$ cat src/rtl/simon_pkg.sv
// Shared types and helpers for the parametrised Simon controller.
package simon_pkg;

  typedef enum logic [3:0] {
    IDLE, GEN, SHOW_OFF, SHOW_ON, WAIT_REL, WAIT_PRESS, CHECK, ECHO, WIN, LOSE
  } state_t;

  localparam logic [15:0] LFSR_TAPS = 16'hB400;

  // One-hot of sym over up to 8 lanes; symbols at or beyond n give all zeros.
  function automatic logic [7:0] onehot(input logic [2:0] sym, input int n);
    onehot = '0;
    if (int'(sym) < n) onehot[sym] = 1'b1;
  endfunction

endpackage

$ cat src/rtl/simon_lfsr.sv
// Free-running 16-bit Galois LFSR used as the symbol source.
module simon_lfsr
  import simon_pkg::*;
#(
  parameter logic [15:0] SEED = 16'hACE1
) (
  input  logic        clk,
  input  logic        rst,
  output logic [15:0] q
);

  always_ff @(posedge clk) begin
    if (rst) q <= SEED;
    else     q <= q[0] ? ((q >> 1) ^ LFSR_TAPS) : (q >> 1);
  end

endmodule

$ cat src/rtl/simon_game_param.sv
// Simon controller with growing rounds, LFSR symbols and a press timeout.
// Outputs decode only from state and registers; btn never reaches an output combinationally.
module simon_game_param
  import simon_pkg::*;
#(
  parameter int          N_BTN       = 4,
  parameter int          MAX_LEN     = 16,
  parameter int          ON_CYC      = 200,
  parameter int          OFF_CYC     = 200,
  parameter int          TIMEOUT_CYC = 16000,
  parameter logic [15:0] SEED        = 16'hACE1
) (
  input  logic                         clk,
  input  logic                         rst,
  input  logic                         start,
  input  logic [N_BTN-1:0]             btn,
  output logic [N_BTN-1:0]             led,
  output logic                         busy,
  output logic [$clog2(MAX_LEN+1)-1:0] round,
  output logic                         win,
  output logic                         lose
);

  localparam int RW      = $clog2(MAX_LEN + 1);
  localparam int SYM_W   = $clog2(N_BTN);
  localparam int MAX_OO  = (ON_CYC > OFF_CYC) ? ON_CYC : OFF_CYC;
  localparam int CNT_MAX = (MAX_OO > TIMEOUT_CYC) ? MAX_OO : TIMEOUT_CYC;
  localparam int CW      = (CNT_MAX > 1) ? $clog2(CNT_MAX) : 1;

  state_t             state, state_nxt;
  logic [15:0]        lfsr_q;
  logic [SYM_W-1:0]   sym, cur_sym;
  logic [SYM_W-1:0]   mem [MAX_LEN];
  logic [RW-1:0]      round_nxt, idx, idx_nxt;
  logic [CW-1:0]      timer, timer_nxt;
  logic [N_BTN-1:0]   pbtn, pbtn_nxt, cur_oh;

  simon_lfsr #(.SEED(SEED)) u_lfsr (
    .clk (clk),
    .rst (rst),
    .q   (lfsr_q)
  );

  assign sym = SYM_W'(lfsr_q % 16'(N_BTN));

  // Mux the symbol at idx without an index wider than the array.
  always_comb begin
    cur_sym = '0;
    for (int i = 0; i < MAX_LEN; i++)
      if (idx == RW'(i)) cur_sym = mem[i];
  end

  assign cur_oh = N_BTN'(onehot(3'(cur_sym), N_BTN));

  always_ff @(posedge clk) begin
    if (rst) begin
      state <= IDLE;
      round <= '0;
      idx   <= '0;
      timer <= '0;
      pbtn  <= '0;
    end else begin
      state <= state_nxt;
      round <= round_nxt;
      idx   <= idx_nxt;
      timer <= timer_nxt;
      pbtn  <= pbtn_nxt;
    end
  end

  always_ff @(posedge clk) begin
    if (!rst && state == GEN)
      for (int i = 0; i < MAX_LEN; i++)
        if (round == RW'(i)) mem[i] <= sym;
  end

  always_comb begin
    state_nxt = state;
    round_nxt = round;
    idx_nxt   = idx;
    timer_nxt = timer;
    pbtn_nxt  = pbtn;
    unique case (state)
      IDLE: if (start) state_nxt = GEN;
      GEN: begin
        round_nxt = round + 1'b1;
        idx_nxt   = '0;
        timer_nxt = '0;
        state_nxt = SHOW_OFF;
      end
      SHOW_OFF: begin
        if (timer == CW'(OFF_CYC - 1)) begin
          timer_nxt = '0;
          if (idx < round) begin
            state_nxt = SHOW_ON;
          end else begin
            idx_nxt   = '0;
            state_nxt = WAIT_REL;
          end
        end else begin
          timer_nxt = timer + 1'b1;
        end
      end
      SHOW_ON: begin
        if (timer == CW'(ON_CYC - 1)) begin
          timer_nxt = '0;
          idx_nxt   = idx + 1'b1;
          state_nxt = SHOW_OFF;
        end else begin
          timer_nxt = timer + 1'b1;
        end
      end
      WAIT_REL: begin
        if (btn == '0) begin
          timer_nxt = '0;
          state_nxt = WAIT_PRESS;
        end
      end
      // A press in the terminal cycle still wins over the timeout.
      WAIT_PRESS: begin
        if (btn != '0) begin
          pbtn_nxt  = btn;
          state_nxt = CHECK;
        end else if (timer == CW'(TIMEOUT_CYC - 1)) begin
          state_nxt = LOSE;
        end else begin
          timer_nxt = timer + 1'b1;
        end
      end
      CHECK: state_nxt = (pbtn == cur_oh) ? ECHO : LOSE;
      ECHO: begin
        if (btn == '0) begin
          if (idx + 1'b1 < round) begin
            idx_nxt   = idx + 1'b1;
            timer_nxt = '0;
            state_nxt = WAIT_PRESS;
          end else if (round == RW'(MAX_LEN)) begin
            state_nxt = WIN;
          end else begin
            state_nxt = GEN;
          end
        end
      end
      WIN, LOSE: begin
        if (start) begin
          round_nxt = '0;
          state_nxt = GEN;
        end
      end
      default: state_nxt = IDLE;
    endcase
  end

  always_comb begin
    led  = '0;
    busy = (state == SHOW_OFF) || (state == SHOW_ON);
    win  = (state == WIN);
    lose = (state == LOSE);
    case (state)
      SHOW_ON: led = cur_oh;
      ECHO:    led = pbtn;
      WIN:     led = '1;
      LOSE:    led = cur_oh;
      default: led = '0;
    endcase
  end

endmodule

$ cat config.mk
export PLATFORM = sky130hd
export DESIGN_NAME = simon_game_param
export DESIGN_NICKNAME = d
export VERILOG_FILES = /design/src/rtl/simon_pkg.sv /design/src/rtl/simon_lfsr.sv /design/src/rtl/simon_game_param.sv
export SDC_FILE = /design/constraint.sdc
export NUM_CORES = 1
export LEC_CHECK = 0
export CAP_MARGIN = 40
export CORE_AREA = 2 2 96 98
export CTS_CLUSTER_DIAMETER = 80
export DETAILED_ROUTE_END_ITERATION = 10
export DIE_AREA = 0 0 98 100
export GPL_TIMING_DRIVEN = 0
export HOLD_SLACK_MARGIN = 0.08
export PLACE_DENSITY = 0.66
export SETUP_SLACK_MARGIN = 0.02
export SKIP_LAST_GASP = 1
export SYNTH_ARGS = -nofsm -noshare
export SYNTH_HDL_FRONTEND = slang
export SYNTH_SLANG_ARGS = --single-unit
$ cat constraint.sdc
create_clock -name clk -period 3.5 [get_ports clk]
set_input_delay 1.05 -clock clk [delete_from_list [all_inputs] [get_ports clk]]
set_output_delay 1.05 -clock clk [all_outputs]
set_load 0.02 [all_outputs]
Word-level counts from Yosys, hierarchy flattened
Memory sizes are Yosys's and may differ from the RTL's.
Index checks and enable logic that the tools add are counted.
{"block": "totals", "ramBits": 32, "wordCells": 245, "ff_bits": 48, "in_bits": 7, "mem_count": 1, "output_inout_bits": 12}
{"block": "classes", "n_eq_ne": 54, "order_cmp": 4, "n_reduce_logical": 36, "addsub": 3, "muxes": 140, "bitwise_logic": 1}
{"memory": "mem", "words": 16, "width": 2, "rd": 16, "rd_clocked_by_memory_dff": 0, "write_ports": 1, "line": "simon_game_param.sv:33", "rtl": "logic [SYM_W-1:0] mem [MAX_LEN];"}
{"op": "2-to-1 mux 4 bit", "n": 25}
{"op": "2-to-1 mux 14 bit", "n": 6}
{"op": "== test 5 x 4 -> 1 bit (second input constant)", "n": 16}
{"op": "one-hot mux 14 bit (5 select lines)", "n": 1}
{"op": "2-to-1 mux 1 bit", "n": 64}
{"op": "2-to-1 mux 2 bit", "n": 31}
{"op": "== test 5 x 3 -> 1 bit (second input constant)", "n": 8}
{"op": "OR reduction 2 bit", "n": 18}
{"op": "one-hot mux 4 bit (8 select lines)", "n": 1}
{"op": "2-to-1 mux 5 bit", "n": 6}
{"op": "== test 5 x 2 -> 1 bit (second input constant)", "n": 4}
{"op": "one-hot mux 5 bit (4 select lines)", "n": 1}
{"op": "inequality test 2 bit (second input constant)", "n": 9}
{"op": "AND reduction 6 bit", "n": 3}
{"op": "== test 4 x 3 -> 1 bit (second input constant)", "n": 4}
{"op": "2-to-1 mux 16 bit", "n": 1}
{"op": "adder 14 x 1 -> 14 bit (second input constant)", "n": 1}
{"op": "== test 14 bit (second input constant)", "n": 1}
{"op": "== test 14 x 8 -> 1 bit (second input constant)", "n": 1}
{"op": "one-hot mux 4 bit (3 select lines)", "n": 1}
{"op": "adder 5 x 1 -> 5 bit (second input constant)", "n": 2}
{"op": "== test 5 x 1 -> 1 bit (second input constant)", "n": 2}
{"op": "logical NOT 5 bit", "n": 2}
{"op": "less-than comparator 5 bit", "n": 2}
{"op": "other kinds (22)", "n": 28}

Logic depth before layout (Yosys ltp)
{"block": "logic_depth", "ltp_word": 24, "depth_mapped": 13, "mapped_depth_nobuf": 12}

By module
A second synthesis with hierarchy kept.
{"block": "unflattened", "cells_unflattened": 490, "area_unflattened_um2": 4355.4}
{"mod": "simon_game_param", "area_per_inst_um2": 3892.5, "seq_area_each_um2": 1601.5, "cells_each": 454, "n_inst": 1}
{"mod": "simon_lfsr", "area_per_inst_um2": 462.9, "seq_area_each_um2": 320.3, "cells_each": 36, "n_inst": 1}

Worst setup path after synthesis
No wires, ideal clock.
{"block": "synth_path", "path_type": "register to output", "from": "register idx[0]", "to": "output port led[0]", "slack_ns": 0.137, "arrival_time_ns": 2.313, "t_required_ns": 2.450, "path_buffers": 1, "path_stages_with_launch": 10, "path_cell_list": "dfxtp_1 inv_1 ha_1 clkbuf_1 a2111oi_0 a22oi_1 a211o_1 and2_1 nor2b_1 a221o_1"}
{"block": "synth_between", "elab_chain_len": 22, "word_cells_on_any_way": 38, "classes_between": "2 x order compare; 15 x eq/ne; 19 x mux; 2 x reduce/logical"}
{"element": "from (decl)", "line": "simon_game_param.sv:34", "rtl": "logic [RW-1:0] round_nxt, idx, idx_nxt;"}
{"element": "from (signal assigned)", "line": "simon_game_param.sv:65", "rtl": "idx <= idx_nxt;"}
{"element": "logical NOT 5 bit", "line": "simon_game_param.sv:50", "rtl": "if (idx == RW'(i)) cur_sym = mem[i];"}
{"element": "2-to-1 mux 2 bit (15 in a row)", "line": "simon_game_param.sv:50"}
{"element": "2-to-1 mux 2 bit *", "line": "simon_game_param.sv:50"}
{"element": "less-than comparator 2 x 4 -> 1 bit (implied by the code) or >= comparator 2 x 1 -> 1 bit (tied branches)", "line": "simon_pkg.sv:13", "rtl": "if (int'(sym) < n) onehot[sym] = 1'b1;"}
{"element": "logical AND 1 bit (implied by the code)", "line": "simon_pkg.sv:13"}
{"element": "2-to-1 mux 1 bit (implied by the code)", "line": "simon_pkg.sv:13"}
{"element": "demux 1 bit (select 2 bit) *", "line": "simon_pkg.sv:13"}
{"element": "one-hot mux 4 bit (3 select lines) *", "line": "simon_game_param.sv:159", "rtl": "case (state)"}
{"element": "to (decl)", "line": "simon_game_param.sv:17", "rtl": "output logic [N_BTN-1:0] led,"}
Mark *: on every way between the ends. The rest lies on a longest branch, timed or not.

Final worst setup path
{"block": "layout_path", "from": "register idx[0]", "to": "output port led[1]"}
Same word-level chain as after synthesis.

==> impl_metrics.ini <==
[logic_synthesis]
synth-seq-cells = 80
synthCells = 458
synth_enable_flop_cells = 32
synth.net_count = 484
top_flip_flop_cell_by_instance_count_after_synthesis = dfxtp_1
synthesis.area_mm2 = 0.00425
ys_seq_area_share_pct = 45.3
ys.warnings.count = 0
post_synth_num_cell_types = 60
synth.avg_cell_area_um2 = 9.27
ys_async_rst_share_pct = 0

[cells_and_area]
final_design_area_no_fill_mm2 = 0.00507
post_route_cells_drive_above_1_share_pct = 17.3
finalNetCount = 517
final_antenna_diode_count = 0
final_core_utilization_pct = 57.0
synthToLayoutAreaGrowth_pct = 19.5
fin_cells = 607
fill_cells = 794

[cts]
cts_buffers = 9
cts-htree-levels = 3
tritoncts = done
postCtsHoldBufs = 0
clock_insertion_delay_worst_skew_ps = 350
clock_sinks = 80
clock_tree.root_cell = clkbuf_8
clkTransAtPathRegs_ps = 80
cts.path.max_buffers = 2

[timing]
hold_ws_ps = 416
worst_slew_pin_slew_ps = 804
post-route-min-period_ps = 3710
drv_slew = 0
final_min_period_over_clock_period_pct = 106
unrepaired_setup_endpoints_after_global_routing = true
timing.final.hold_violations = 0
finalClockSkew_ps = 13.6
setup_viol = 4
timing.final.ws_setup_ps = -211
timing.max_slew.rel_slack_pct = 46.3
timing.fmax_mhz = 269
timing.setup.tns_ps = -784

[status]
violated_checks = setup timing
status = finished with violations

[placement]
pre_cts_ws_ps = -839
placedCellCount = 587
placedInstanceArea_mm2 = 0.00456
dp_hpwl_um = 7160
finalWeightedCongestion = 0.896
io_buffers = 18

[floorplan]
die_h_um = 100
floorplan.initialDensity_pct = 47.8
fp.dieArea_mm2 = 0.00980
fp.coreArea_mm2 = 0.00889
floorplan.io_pins = 19
floorplan.rows = 35
die_width_um = 98

[setup_path]
slack_of_the_worst_reg_to_reg_path_ps = 170
path_class = reg -> out
setup.worst_path.start_class = register
worst_path_max_fanout = 4
cp_data_required_time_ps = 2450
worstPathArrival_ps = 2660
worstSetupEndpointType = primary output

[hold_path]
holdCritPathClass = reg -> reg

[power]
pwr_density_cell_mw_per_mm2 = 466
vdd_drop_max_uv = 364
post-layout-total-power_mw = 2.36
total_leakage_power_nw = 1.88

[drt]
drtAntennaViolNets = 0
routed_wl_um = 10500
route.detailed.drc = 0
wl_per_cell_um = 17.3
num_vias = 3486
drt-vias-per-instance = 5.74
drt_first_iter_violations = 257
drt_pre_antenna_iters = 5

[flow_run]
total_of_max_cap_violations = 0

[grt]
grt_antenna_before_repair = 0
first_global_vias = 3457
globalRoute.totalOverflow = 0
pin_count_of_the_biggest_net_entering_global_routing = 21
grt_first_pass_wirelength_um = 17200
groute.usage.overall_pct = 22.0
-- area by class of cell --
type                       count  area [um2]  area share, %
tap                          111         139           2.74
clock buffer                  14         174           3.43
multi-input combinational    331        2350           46.4
clock inverter                 2        12.5          0.247
timing repair buffer          26         243           4.79
buffer                        17         116           2.29
inverter                      26         100           1.97
sequential                    80        1940           38.2
-- critical path: stages, from the launching register on --
cell and delay (ps):
dfxtp_4 390, ha_4 180, or4_4 440, a221oi_4 210, a41oi_2 70, a211o_1 310
and2_4 150, nor2b_4 120, a221o_1 310, buf_6 140
-- state kept, by name, summed over array words and instances, names as in the netlist --
name / flops
round: 5
pbtn: 4
u_lfsr.q: 16
mem: 32
idx: 5
state: 4
timer: 14
-- cells in the mapped netlist, types with 8 or more instances --
cell      number  area share (%)
clkbuf_1      13             1.1
xor2_1         8             1.7
edfxtp_1      32              23
nand2_1       38             3.4
nor2b_1       15             2.2
dfxtp_1       48              23
xnor2_1        8             1.7
a22oi_1        8             1.4
and2_1        17             2.5
and3_1        10             1.5
o21ai_0       15             1.8
a21oi_1       27             3.2
nand4_1        8             1.2
nand2b_1      10             1.5
ha_1          19             5.6
inv_1         26             2.3
nor2_1        40             3.5
nand3_1       11             1.3
nor3_1        12             1.4
-- worst paths after layout --
| check | endpoint | cells past startpoint | start |
|---|---|---|---|
| max reg2reg | idx[2] | 13 | idx[2] |
| min reg2reg | u_lfsr.q[11] | 1 | u_lfsr.q[12] |
| min | u_lfsr.q[11] | 1 | u_lfsr.q[12] |
| max | led[1] | 9 | idx[0] |
-- layout by cell type, fill, tap and decap left out, types with 11 or more instances in the layout --
cell type,n
buf_4,13
edfxtp_1,32
dfxtp_1,43
nand3_1,11
o21ai_0,14
a21oi_1,26
nor2b_1,14
inv_1,24
ha_1,14
nor2_1,38
and2_1,16
nand2_1,38
nor3_1,12
clkbuf_8,11
clkdlybuf4s50_1,12
-- cell families (layout without fill, tap and decap cells) --
| group | Yosys count | count (layout) | synth area share [%] |
|---|---|---|---|
| flip-flops | 80 | 80 | 45.3 |
| XOR/XNOR | 16 | 16 | 3.30 |
| buffers and inverters | 47 | 85 | 4.86 |
| adder cells (fa/ha/maj) | 19 | 19 | 5.60 |
| AND/OR/NAND/NOR | 194 | 194 | 24.1 |
| multiplexers | 5 | 5 | 1.27 |
| AO/OA/AOI/OAI | 97 | 97 | 15.6 |
-- report_power, final --
part / leakage [nW] / internal, mW / switching (mW)
clock: 0.0918 / 0.321 / 0.329
sequential: 0.687 / 1.01 / 0.0434
combinational: 1.10 / 0.266 / 0.394
-- repair_timing --
| item | in CTS | in global routing |
|---|---|---|
| setup endpoints to repair | 15 | 19 |
| pin swaps | 6 | 4 |
| gates resized for setup | 64 | 26 |
| cloned | 1 | 0 |
| buffers inserted | 6 | 1 |
-- layer usage --
layer / up-vias / GRT usage (%) / wire length (um)
li1: 1708 / - / -
met1: 1689 / 30.9 / 5050
met2: 81 / 34.9 / 4960
met3: 8 / 3.55 / 396
met4: 0 / 7.59 / 123
met5: - / 0 / 0
(Power assumes the default switching activity.)
==> RTL change: new RTL, same flow settings <==
Reset style: asynchronous (`rst`), changed in 2 clocked blocks.
--- a/src/rtl/simon_lfsr.sv
+++ b/src/rtl/simon_lfsr.sv
@@ -10,5 +10,5 @@
 );
 
-  always_ff @(posedge clk) begin
+  always_ff @(posedge clk or posedge rst) begin
     if (rst) q <= SEED;
     else     q <= q[0] ? ((q >> 1) ^ LFSR_TAPS) : (q >> 1);
--- a/src/rtl/simon_game_param.sv
+++ b/src/rtl/simon_game_param.sv
@@ -53,5 +53,5 @@
   assign cur_oh = N_BTN'(onehot(3'(cur_sym), N_BTN));
 
-  always_ff @(posedge clk) begin
+  always_ff @(posedge clk or posedge rst) begin
     if (rst) begin
       state <= IDLE;
Function: differs if rst is asserted again (counterexample within 4 cycles, from zero or initial values and one cycle with rst high); with rst held inactive, the same outputs for 10 cycles.
==> RTL change against the unedited design <==
The flow still finishes with violations (negative setup slack); register-to-register slack hardly changed; routed wire length is 1.5% higher; area after synthesis is 5.8% higher; hold slack worse by 0.063 ns; cell area increased by 5.7%; final cell count down 2.3%; critical path depth is 1 higher; synthesized cell count is 4.4% lower; worst setup slack worse by 0.26 ns; global-route usage is 0.75 points higher; first-iteration DRC count shrank 28%; sequential cell count unchanged.
Power is not compared: it rests on default switching activity, and its combinational part moved more than twofold at a synthesized area within 25%.
==> RTL change: results (changes against the unedited design) <==
[cells_and_area]
drive_above_1_share=0.2075  ; +0.03408
num_antenna_cells=0  ; unchanged
fin_nets=503  ; -2.7%
n_fill_cell=745  ; -6.2%

[worst_setup_path]
r2r_slack_ns=0.17  ; about the same
reg2reg_to=state[2]$_DFFE_PP0P_
setup.worst_path.start=idx[0]$_DFFE_PP0P_
critPathCapture=led[2]
worstPathMaxFanout=5  ; +1
critical_path.slowest_cell=dfrtp_2
crit_type=flip-flop to output pin
max_stage_delay_ns=0.48  ; +0.04 ns
worstPathArrival_ns=2.93  ; +0.27 ns

[yosys]
synth_edf_count=32  ; unchanged
synthTopCellsByArea=dfrtp_1, edfxtp_1, ha_1, dfstp_2, nand2_1
synth.distinct_cells=75  ; +25%
syn_nets=464  ; -4.1%
yosysSeqAreaShare=0.4836  ; +0.03087
async_flop_share=0.6000  ; +0.6000
yosys-top-cells-count=nand2_1, dfrtp_1, nor2_1, edfxtp_1, o21ai_0
yosys_warnings=0  ; unchanged
synth_ff_type=dfrtp_1

[global_route]
grtUsageMet3=0.03969  ; +0.004178
first_global_vias=3543  ; +2.5%
grtUsageMet1=0.3087  ; about the same
track_usage=0.2278  ; +0.007486
grt_max_degree=41  ; +95%
grt_util_met2=0.3841  ; +0.03477
grt_pass1_wl_mm=17.78  ; +3.4%

[power]
ir_worst_vdd_mv=0.5460
power_frac_clock=0.196
total_leakage_power_nw=2.211

[timing]
slew_headroom=0.5397  ; +0.07681
skew_ns=0.01166  ; -0.001936 ns
hold_ws_ns=0.3532  ; -0.06258 ns
setup_ws_ns=-0.4754  ; -0.2643 ns
setup_violations=4  ; unchanged

[place]
gp_congestion=0.8642  ; -3.6%
hpwl_mm=7.535  ; +5.2%
placed_area_sq_um=4831  ; +5.8%

[outcome]
status=complete, but fails checks
violations=negative setup slack

[clock_network]
cts_buffer_depth=2  ; unchanged
cts_buffers=9  ; unchanged
cts_max_level=3  ; unchanged
root_buffer=clkbuf_8

[detailed_routing]
firstDrtPassIters=4  ; -1
wl_mm=10.68  ; +1.5%
first_iter_violations=186  ; -28%
vias_per_cell=5.894  ; +2.6%

[hold_path]
hold_class=flip-flop to flip-flop
hold_end=u_lfsr.q[7]$_DFF_PP1_
hold_path.startpoint=u_lfsr.q[8]$_DFF_PP0_
holdPathStages=0  ; -1

-- RTL change: what timing repair did --
| item | CTS | global route |
|---|---|---|
| pin swaps | 21 | 17 |
| resized for setup | 54 | 26 |
| endpoints found under the setup margin | 7 | 8 |
| gates cloned | 0 | 0 |
| setup buffers | 8 | 2 |
-- RTL change: layout make-up --
type                       count  share of cell area
buffer                        22             0.03056
clock buffer                   9             0.02310
clock inverter                 7             0.02217
inverter                      19             0.01330
multi-input combinational    316              0.4267
sequential                    80              0.4055
tap                          111             0.02590
timing repair buffer          29             0.05273
-- RTL change: cells by family after synthesis --
kind of cell / count (synthesis) / share of synthesized area
and+or+nand+nor: 181 / 0.2189
AOI/OAI and AO/OA: 101 / 0.1691
DFF: 80 / 0.4836
buffers and inverters: 42 / 0.04512
adders and majority gates: 19 / 0.05293
xor gates and xnor gates: 12 / 0.02340
muxes: 3 / 0.006964
-- RTL change: routing by layer --
metal	routed length, um	vias up
met5	0	-
met4	87	0
met3	552	9
met2	5310	90
met1	4726	1710
li1	-	1686
-- RTL change: worst register-to-register path, delay by kind of cell, from the launching register on --
kind | cells | cell delay, ns
and+or+nand+nor | 4 | 0.98
AOI/OAI and AO/OA | 4 | 0.90
DFF | 1 | 0.48
adders and majority gates | 2 | 0.40
buffers and inverters | 2 | 0.31
xor gates and xnor gates | 1 | 0.17
-- RTL change: stage by stage --
stage	power (W)	TNS, ns	std cells	setup slack [ns]	util
CTS	0.004118	-1.662	592	-0.4613	0.5930
global placement	0.003050	-3.498	567	-0.7984	0.5412
global route	0.004464	-2.093	593	-0.5698	0.6032
finish	0.004178	-1.692	593	-0.4754	0.6032
detailed placement	0.003097	-3.315	568	-0.8202	0.5434
floorplan	0.002553	0	438	0.1500	-
